$ cat src/rtl/muldiv_hilo_pkg.sv
// rtl/muldiv_hilo_pkg.sv - ALU control codes, FSM states and helpers for muldiv_hilo
//
// Purpose: shared definitions for the execute-stage multiply/divide unit.
//   *_CONTROL : 5-bit alucontrol codes produced by the ALU decoder
//   md_state_e: multiply/divide sequencer states
//   DIV_ITERS : restoring-divider iteration count
package muldiv_hilo_pkg;

  localparam logic [4:0] MULT_CONTROL  = 5'b11000;
  localparam logic [4:0] MULTU_CONTROL = 5'b11001;
  localparam logic [4:0] DIV_CONTROL   = 5'b11010;
  localparam logic [4:0] DIVU_CONTROL  = 5'b11011;
  localparam logic [4:0] MTHI_CONTROL  = 5'b11100;
  localparam logic [4:0] MTLO_CONTROL  = 5'b11101;
  localparam logic [4:0] MFHI_CONTROL  = 5'b11110;
  localparam logic [4:0] MFLO_CONTROL  = 5'b11111;

  localparam int DIV_ITERS = 32;

  typedef enum logic [1:0] {
    MD_IDLE = 2'd0,
    MD_MUL  = 2'd1,
    MD_DIV  = 2'd2,
    MD_DONE = 2'd3
  } md_state_e;

  // Magnitude of a 32-bit operand; 0x80000000 maps to itself, which is
  // exactly the unsigned magnitude the divider needs.
  function automatic logic [31:0] mag32(input logic is_signed, input logic [31:0] v);
    return (is_signed && v[31]) ? (~v + 32'd1) : v;
  endfunction

endpackage

$ cat src/rtl/muldiv_hilo_div_radix2.sv
// rtl/muldiv_hilo_div_radix2.sv - iterative restoring radix-2 unsigned divider
//
// Purpose: 32-cycle unsigned divide of magnitudes, one quotient bit per cycle.
// Ports:
//   clk, resetn         clock, synchronous active-low reset
//   start               load dividend/divisor and begin iterating
//   cancel              abandon the operation in progress
//   dividend, divisor   32-bit unsigned operands
//   done                high during the final iteration cycle
//   quotient, remainder results, stable once done has been seen
module div_radix2
  import muldiv_hilo_pkg::*;
(
  input  logic        clk,
  input  logic        resetn,
  input  logic        start,
  input  logic        cancel,
  input  logic [31:0] dividend,
  input  logic [31:0] divisor,
  output logic        done,
  output logic [31:0] quotient,
  output logic [31:0] remainder
);

  logic        busy_q, busy_d;
  logic [4:0]  cnt_q, cnt_d;
  logic [31:0] quo_q, quo_d;
  logic [31:0] rem_q, rem_d;
  logic [31:0] dsr_q, dsr_d;
  logic [32:0] trial;
  logic [32:0] diff;

  assign done      = busy_q && (cnt_q == 5'(DIV_ITERS - 1));
  assign quotient  = quo_q;
  assign remainder = rem_q;

  always_comb begin
    busy_d = busy_q;
    cnt_d  = cnt_q;
    quo_d  = quo_q;
    rem_d  = rem_q;
    dsr_d  = dsr_q;
    // Dividend bits are shifted out of the quotient register into the
    // partial remainder as quotient bits are shifted in.
    trial  = {rem_q, quo_q[31]};
    diff   = trial - {1'b0, dsr_q};
    if (cancel) begin
      busy_d = 1'b0;
    end else if (start) begin
      busy_d = 1'b1;
      cnt_d  = '0;
      quo_d  = dividend;
      rem_d  = '0;
      dsr_d  = divisor;
    end else if (busy_q) begin
      if (!diff[32]) begin
        rem_d = diff[31:0];
        quo_d = {quo_q[30:0], 1'b1};
      end else begin
        rem_d = trial[31:0];
        quo_d = {quo_q[30:0], 1'b0};
      end
      cnt_d = cnt_q + 5'd1;
      if (done) busy_d = 1'b0;
    end
  end

  always_ff @(posedge clk) begin
    if (!resetn) begin
      busy_q <= 1'b0;
      cnt_q  <= '0;
      quo_q  <= '0;
      rem_q  <= '0;
      dsr_q  <= '0;
    end else begin
      busy_q <= busy_d;
      cnt_q  <= cnt_d;
      quo_q  <= quo_d;
      rem_q  <= rem_d;
      dsr_q  <= dsr_d;
    end
  end

endmodule

$ cat src/rtl/muldiv_hilo.sv
// rtl/muldiv_hilo.sv - execute-stage multiply/divide unit with HI/LO registers
//
// Purpose: runs MULT/MULTU/DIV/DIVU, handles MTHI/MTLO, stalls the pipeline
// while an operation is in flight and exposes committed HI/LO.
// Ports:
//   clk, resetn      clock, synchronous active-low reset
//   alucontrol[4:0]  E-stage ALU control code
//   e_valid          E-stage instruction is not a bubble
//   src_a, src_b     rs / rt operand values
//   stall_in         pipeline held by another source
//   flush            cancels the E-stage operation
//   stall_o          hold request while a mul/div is busy
//   hi_o, lo_o       committed HI / LO
module muldiv_hilo
  import muldiv_hilo_pkg::*;
#(
  parameter int MUL_STAGES = 2
) (
  input  logic        clk,
  input  logic        resetn,
  input  logic [4:0]  alucontrol,
  input  logic        e_valid,
  input  logic [31:0] src_a,
  input  logic [31:0] src_b,
  input  logic        stall_in,
  input  logic        flush,
  output logic        stall_o,
  output logic [31:0] hi_o,
  output logic [31:0] lo_o
);

  md_state_e   state_q, state_d;
  logic [31:0] hi_q, hi_d, lo_q, lo_d;
  logic [31:0] a_q, a_d, b_q, b_d;
  logic        sgn_q, sgn_d, div_q, div_d;
  logic [1:0]  mcnt_q, mcnt_d;
  logic [63:0] prod_q, prod_d;

  logic        is_mul_op, is_div_op, op_signed, start, mt_ok;
  logic [63:0] a64, b64;
  logic        div_done;
  logic [31:0] div_quo, div_rem, quo_fix, rem_fix;

  always_comb begin
    is_mul_op = (alucontrol == MULT_CONTROL) || (alucontrol == MULTU_CONTROL);
    is_div_op = (alucontrol == DIV_CONTROL)  || (alucontrol == DIVU_CONTROL);
    op_signed = (alucontrol == MULT_CONTROL) || (alucontrol == DIV_CONTROL);
    start     = e_valid && !flush && (state_q == MD_IDLE) && (is_mul_op || is_div_op);
    mt_ok     = e_valid && !flush && !stall_in && (state_q == MD_IDLE);
  end

  assign stall_o = !flush && (start || state_q == MD_MUL || state_q == MD_DIV);
  assign hi_o    = hi_q;
  assign lo_o    = lo_q;

  // Low 64 bits of the product of sign/zero-extended operands are correct
  // for both signed and unsigned multiply.
  assign a64 = {{32{sgn_q & a_q[31]}}, a_q};
  assign b64 = {{32{sgn_q & b_q[31]}}, b_q};

  div_radix2 u_div (
    .clk       (clk),
    .resetn    (resetn),
    .start     (start && is_div_op),
    .cancel    (flush),
    .dividend  (mag32(op_signed, src_a)),
    .divisor   (mag32(op_signed, src_b)),
    .done      (div_done),
    .quotient  (div_quo),
    .remainder (div_rem)
  );

  // Quotient is negative when operand signs differ; remainder follows the dividend.
  assign quo_fix = (sgn_q && (a_q[31] ^ b_q[31])) ? (~div_quo + 32'd1) : div_quo;
  assign rem_fix = (sgn_q && a_q[31]) ? (~div_rem + 32'd1) : div_rem;

  always_comb begin
    state_d = state_q;
    hi_d    = hi_q;
    lo_d    = lo_q;
    a_d     = a_q;
    b_d     = b_q;
    sgn_d   = sgn_q;
    div_d   = div_q;
    mcnt_d  = mcnt_q;
    prod_d  = prod_q;
    if (flush) begin
      state_d = MD_IDLE;
    end else begin
      case (state_q)
        MD_IDLE: begin
          if (start) begin
            a_d     = src_a;
            b_d     = src_b;
            sgn_d   = op_signed;
            div_d   = is_div_op;
            mcnt_d  = '0;
            state_d = is_div_op ? MD_DIV : MD_MUL;
          end else if (mt_ok && alucontrol == MTHI_CONTROL) begin
            hi_d = src_a;
          end else if (mt_ok && alucontrol == MTLO_CONTROL) begin
            lo_d = src_a;
          end
        end
        MD_MUL: begin
          prod_d = a64 * b64;
          mcnt_d = mcnt_q + 2'd1;
          if (mcnt_q == 2'(MUL_STAGES - 1)) state_d = MD_DONE;
        end
        MD_DIV: begin
          if (div_done) state_d = MD_DONE;
        end
        MD_DONE: begin
          // Commit only when the instruction actually leaves E.
          if (!stall_in) begin
            state_d = MD_IDLE;
            if (!div_q) begin
              {hi_d, lo_d} = prod_q;
            end else if (b_q == 32'd0) begin
              hi_d = a_q;
              lo_d = 32'hFFFF_FFFF;
            end else begin
              hi_d = rem_fix;
              lo_d = quo_fix;
            end
          end
        end
        default: state_d = MD_IDLE;
      endcase
    end
  end

  always_ff @(posedge clk) begin
    if (!resetn) begin
      state_q <= MD_IDLE;
      hi_q    <= '0;
      lo_q    <= '0;
      a_q     <= '0;
      b_q     <= '0;
      sgn_q   <= 1'b0;
      div_q   <= 1'b0;
      mcnt_q  <= '0;
      prod_q  <= '0;
    end else begin
      state_q <= state_d;
      hi_q    <= hi_d;
      lo_q    <= lo_d;
      a_q     <= a_d;
      b_q     <= b_d;
      sgn_q   <= sgn_d;
      div_q   <= div_d;
      mcnt_q  <= mcnt_d;
      prod_q  <= prod_d;
    end
  end

endmodule

$ cat config.mk
export PLATFORM = sky130hd
export DESIGN_NAME = muldiv_hilo
export DESIGN_NICKNAME = d
export VERILOG_FILES = /design/src/rtl/muldiv_hilo_pkg.sv /design/src/rtl/muldiv_hilo_div_radix2.sv /design/src/rtl/muldiv_hilo.sv
export SDC_FILE = /design/constraint.sdc
export NUM_CORES = 2
export LEC_CHECK = 0
export BUFFER_PORTS_ARGS = -buffer_cell sky130_fd_sc_hd__buf_2
export CAP_MARGIN = 20
export CORE_UTILIZATION = 48
export CTS_CLUSTER_SIZE = 16
export DETAILED_ROUTE_END_ITERATION = 7
export GPL_ROUTABILITY_DRIVEN = 0
export GPL_TIMING_DRIVEN = 0
export HOLD_SLACK_MARGIN = 0.08
export PLACE_DENSITY = 0.68
export SYNTH_ARGS = -nofsm -noshare
export SYNTH_HDL_FRONTEND = slang
export SYNTH_SLANG_ARGS = --single-unit
$ cat constraint.sdc
create_clock -name clk -period 18.8 [get_ports clk]
set_clock_uncertainty 0.1 [all_clocks]
set_input_delay 0.94 -clock clk [delete_from_list [all_inputs] [get_ports clk]]
set_output_delay 0.94 -clock clk [all_outputs]
set_load 0.02 [all_outputs]
After elaboration in Yosys (flattened, before gate mapping)
Cells that the tools add are included.
- output and inout port bits: 65
- register bits after elaboration: 300
- mux-type cells: 36
- bitwise logic cells: 9
- reduce and logical (&&, ||, !) cells: 36
- eq/ne operators: 19
- add/sub/neg operators: 7
- $mul: 1
- operators with widths (cell ; count):
    2-to-1 mux 32 bit ; 20
    adder 32 x 1 -> 32 bit (second input constant) ; 4
    inverter 32 bit ; 4
    one-hot mux 32 bit (2 select lines) ; 2
    multiplier 33 x 33 -> 64 bit ; 1
    == test 5 bit (second input constant) ; 7
    subtractor 33 x 32 -> 33 bit ; 1
    logical NOT 32 bit ; 1
    logical AND 1 bit ; 14
    2-to-1 mux 2 bit ; 6
    2-to-1 mux 5 bit ; 2
    != test 2 bit (second input constant) ; 5
    one-hot mux 2 bit (4 select lines) ; 1
    logical OR 1 bit ; 6
    != test 2 x 1 -> 1 bit (second input constant) ; 3
    AND reduction 2 bit ; 3
    AND reduction 3 bit ; 2
    AND reduction 6 bit ; 1
    nonzero test 2 bit ; 3
    adder 5 x 1 -> 5 bit (second input constant) ; 1
    AND reduction 5 bit ; 1
    == test 2 x 1 -> 1 bit (second input constant) ; 2
    == test 2 bit (second input constant) ; 2
    2-to-1 mux 1 bit ; 4
    9 further kinds ; 12

Depth between registers and ports, before layout
- depth after elaboration: 9
- depth in mapped cells: 31
- mapped depth without buffers: 28

Cells and area by module
A second synthesis with hierarchy kept.
- cells, all modules: 6428
- area, all modules: 55107.9 µm²
- by module, submodules not included (module ; area each (µm²) ; seq. area each (µm²) ; cells an instance ; times used):
    muldiv_hilo ; 49007.0 ; 3963.8 ; 5692 ; 1
    div_radix2 ; 6100.9 ; 2042.0 ; 736 ; 1

Least setup slack after synthesis
No wires, ideal clock.
- kind: register to register
- from: register a_q[31]
- to: register prod_q[59]
- cell stages (with the launch flop): 32
- path slack: 10439 ps
- path buffers: 3
- clock period less this slack: 8361 ps
- arrival: 8174 ps
- library setup time: 87 ps
- cell sequence: dfxtp_1 and2_1 clkbuf_1 clkbuf_1 nand2_1 inv_1 fa_1 inv_1 fa_1 inv_1 fa_1 inv_1 fa_1 inv_1 fa_1 fa_1 inv_1 fa_1 fa_1 inv_1 ha_1 clkbuf_1 nand4_1 or2_2 or3_1 nor3_1 a31oi_1 nand3_1 or3_1 nand3_1 nor3b_1 o31ai_1
- longest elaborated chain between the ends: 2
- RTL lines (element ; line ; RTL):
    start: declaration ; muldiv_hilo.sv:34 ; logic [31:0] a_q, a_d, b_q, b_d;
    start signal: assignment ; muldiv_hilo.sv:138 ; a_q <= '0;
    start signal: assignment ; muldiv_hilo.sv:148 ; a_q <= a_d;
    AND 1 bit ; muldiv_hilo.sv:58 ; assign a64 = {{32{sgn_q & a_q[31]}}, a_q};
    multiplier 33 x 33 -> 64 bit (*) ; muldiv_hilo.sv:106 ; prod_d = a64 * b64;
    end signal: assignment ; muldiv_hilo.sv:153 ; prod_q <= prod_d;
    end: declaration ; muldiv_hilo.sv:37 ; logic [63:0] prod_q, prod_d;
Every way passes the cells marked *; elsewhere a longest branch is shown, timed or not.
A chain may end at the register's enable or synchronous reset.

Worst setup path in the final report
Same ends and word-level chain as after synthesis.

==> PnR_summary.wiki <==
{| class="wikitable"
! Metric !! Value
|-
| Die Wd || 338 um
|-
| Sequential share of power || a little over 40%
|-
| Worst path slowest cell || sky130_fd_sc_hd__clkbuf_1
|-
| Global route total overflow || 0
|-
| Setup repair after global routing missed its margin || false
|-
| Switch share || around 30%
|-
| Via count || between 40000 and 50000
|-
| Number of DRC violations after detailed-routing iteration 0 || about 5700
|-
| Maximum number of pins on one net before global-route repair || 20
|-
| Final routed DRC violation total || 0
|-
| FMAX || between 90 and 100 MHz
|-
| Maximum number of buffers from clock root to sink || 3
|-
| Static power due to leakage || ~26 nW
|-
| Setup slack at placement || 8.26 ns
|-
| Placed cell count || roughly 8000
|-
| Post-layout instance count excluding filler cells || around 8100
|-
| Synthesized flop and latch total || 300
|-
| Hold WC Path Type || reg2reg
|-
| Ratio of cells with drive above 1 in the final layout || a little under 4%
|-
| Mapped Area || 0.0543 mm^2
|-
| Total wire length after detailed routing || 206 mm
|-
| Core region area || approximately 0.11 mm^2
|-
| Estimated wirelength of the detail-placed design || around 170 mm
|-
| Fin crit period || approximately 11 ns
|-
| Syn_nets || 7818
|-
| Worst IR drop on VDD || 0.0522 mV
|-
| Clock power share || between 40% and 50%
|-
| Clock Sinks || 300
|-
| Setup WS post-layout || approximately 8 ns
|-
| Most frequently used flop master after synthesis || sky130_fd_sc_hd__dfxtp_1
|-
| Arithmetic-cell share of the synthesized area counting full adders, half adders and majority gates || between 40 and 50%
|-
| First-pass GRT wire length || between 300 and 400 mm
|-
| Mean number of vias per cell || between 5 and 6
|-
| Net load switching power || 0.463 mW
|-
| Share of synthesized area spent on multiplexers || 1.20%
|-
| Site Rows || around 120
|-
| Delay of the slowest critical-path stage || 0.83 ns
|-
| # setup viols final || 0
|-
| Later-pin clock latency in the skew report || 0.56 ns
|-
| Routed wire per std cell || ~25 um
|-
| Simple-gate portion of the synthesized area || approximately 17%
|-
| Compound-cell area share of the yosys netlist || about a tenth
|-
| Post-cts repair resize count || 0
|-
| Clock transition at the registers of the reported paths || around 0.060 ns
|-
| Internal power || between 1 and 1.5 mW
|-
| Leading cell types by total area after synthesis || sky130_fd_sc_hd__fa_1 42%, sky130_fd_sc_hd__dfxtp_1 11%, sky130_fd_sc_hd__nand2_1 7.9%
|-
| Area share of the largest cell type after synthesis || between 40% and 50%
|-
| CP endpoint kind || register
|-
| Synth top cells by count || 1148 x sky130_fd_sc_hd__nand2_1, 1126 x sky130_fd_sc_hd__fa_1, 1120 x sky130_fd_sc_hd__inv_1
|-
| Combinational family with the most area after synthesis || adder cells
|-
| Area Overhead vs Synth || 7.14%
|-
| CP Class || reg2reg
|-
| Total count of hold-check failures in the final report || 0
|-
| Post-route antenna net violation count || 0
|-
| Measured slew at the worst slew-check pin || 1.38 ns
|-
| Overall power of the completed layout || roughly 1.6 mW
|-
| Quantity of hold-fixing buffers added after cts || 0
|-
| Number of cells produced by synthesis || around 6400
|-
| Number of H-tree levels || 2
|-
| Fin Setup TNS || 0 ns
|-
| Worst relative slew slack || 7.75%
|-
| Post-synth ARST share || 0%
|-
| Number of fill cells in the layout || approximately 11000
|-
| Arrival time reported for the critical path endpoint || around 11 ns
|-
| Part of the power in combinational logic || ~14%
|-
| Number of CTS-inserted buffers || 35
|-
| Clock tree from TritonCTS || done
|-
| Number of enable-type register cells in the synthesized netlist || 0
|-
| Top cell type by total area after synthesis || sky130_fd_sc_hd__fa_1
|-
| Die extent in y || 338 um
|-
| Fraction of the cycle the final worst path needs || ~57%
|-
| Max-slew violation count || 0
|-
| Via count of the first global-routing pass || ~48000
|-
| Count of input and output buffers || between 100 and 150
|-
| DIE AREA || between 0.1 and 0.15 mm^2
|-
| Hold Worst Slack || ~0.36 ns
|-
| Number of ports placed on the die boundary || between 100 and 150
|-
| Total GRT Usage || 36.1%
|-
| Xor/xnor cell area share of the yosys netlist || 3.38%
|-
| Initial Util || 48.7%
|-
| Worst endpoint required time || 19.18 ns
|-
| Sequential-to-total area share from yosys stat || between 10 and 15%
|-
| Count of maximum capacitance violations || 0
|-
| Total number of nets in the final design || between 7000 and 8000
|-
| Initial antenna violation count || 8
|-
| Clock root cell || sky130_fd_sc_hd__clkbuf_16
|-
| Number of different library cells in the post-synthesis netlist || 77
|-
| Crit start category || register
|-
| Most common cell type on the critical path || sky130_fd_sc_hd__fa_1
|-
| # Post-CTS Setup Buffers || 0
|-
| Library cell with the highest instance count after synthesis || sky130_fd_sc_hd__nand2_1
|-
| Synth Area per Inst || 8.53 um^2
|-
| Pwr per Cell Area || 27.2 mW/mm^2
|-
| Total of warnings raised by yosys || 0
|-
| Maximum net fanout on the critical path || 11
|-
| Status || finished clean
|-
| First drt pass iteration count || 7
|}
[kinds of logic (layout without fill, tap and decap cells)]
logic type      count (synthesis)  count (layout)
simple gates                 2027            2027
buf+inv                      1544            1751
fa+ha+maj                    1382            1382
compound gates                839             839
flops                         300             300
xor+xnor                      207             207
mux                            63              63
other cells                     0              12
[critical path: cells and delay by family, from the launching register on]
family,cells,cell delay (ns)
flops,1,0.60
fa+ha+maj,9,4.53
compound gates,1,0.18
buf+inv,10,2.89
simple gates,11,2.28
[final cells by class]
class                           count  area (um^2)  share of cell area (%)
Buffer                            422         1600                    2.76
Antenna cell                       12         30.0                  0.0516
Multi-Input combinational cell   4518        42500                    73.0
Tap cell                         1488         1860                    3.20
Sequential cell                   300         6010                    10.3
Clock buffer                       50         1000                    1.72
Clock inverter                     13          183                   0.314
Inverter                         1122         4210                    7.24
Timing Repair Buffer              144          796                    1.37
[cell usage in the layout (no fill, tap or decap), drive strengths merged, types with 16 or more instances in the layout]
master  count
a211oi     67
a21o       30
a21oi     325
a311oi     30
a31oi      32
and2      346
and3       25
buf       159
clkbuf    457
dfxtp     300
fa       1126
ha        256
inv      1122
mux2       16
mux2i      47
nand2    1149
nand3      53
nand4      19
nor2      285
nor3       44
nor4       26
o211ai     17
o21ai     184
o221ai     25
o31ai      23
o41ai      16
or3        23
xnor2     134
xor2       73
[layer usage]
| metal | routed length (um) | GRT usage [%] | vias to the layer above |
|---|---|---|---|
| met3 | 30400 | 12.8 | 840 |
| met2 | 84900 | 52.3 | 3519 |
| li1 | - | - | 19900 |
| met1 | 74300 | 46.0 | 23400 |
| met5 | 39 | 0 | - |
| met4 | 16000 | 22.3 | 6 |
[path summary, 6_finish.rpt]
kind | to | start | slack (ns) | cells past startpoint
min | prod_q[57]$_SDFFE_PN0P_ | prod_q[57]$_SDFFE_PN0P_ | 0.36 | 2
max | prod_q[59]$_SDFFE_PN0P_ | a_q[31]$_SDFFE_PN0P_ | 8.08 | 31
max reg2reg | prod_q[59]$_SDFFE_PN0P_ | a_q[31]$_SDFFE_PN0P_ | 8.08 | 31
min reg2reg | prod_q[57]$_SDFFE_PN0P_ | prod_q[57]$_SDFFE_PN0P_ | 0.36 | 2
[per-stage QoR]
| step | utilization, % | cell area (um^2) |
|---|---|---|
| 6_report | 52.2 | 58200 |
| 5_1_grt | 52.2 | 58100 |
| 4_1_cts | 52.1 | 58100 |
| 3_5_place_dp | 51.0 | 56900 |
| 3_3_place_gp | 51.0 | 56800 |
| 2_1_floorplan | - | 54300 |
[state kept, by name (all words and copies together) (netlist names)]
name,count
a_q,32
b_q,32
div_q,1
hi_o,32
lo_o,32
mcnt_q,2
prod_q,64
sgn_q,1
state_q,2
u_div.busy_q,1
u_div.cnt_q,5
u_div.dsr_q,32
u_div.quotient,32
u_div.remainder,32
[power groups by stage]
stage | clock (mW) | sequential, mW | combinational [mW]
after floorplan | 0 | 0.657 | 0.123
after global routing | 0.735 | 0.644 | 0.229
after global placement | 0 | 0.658 | 0.207
after CTS | 0.710 | 0.644 | 0.210
final | 0.716 | 0.644 | 0.222
after detailed placement | 0 | 0.658 | 0.208
No activity file was read; power rests on OpenSTA's default activity.
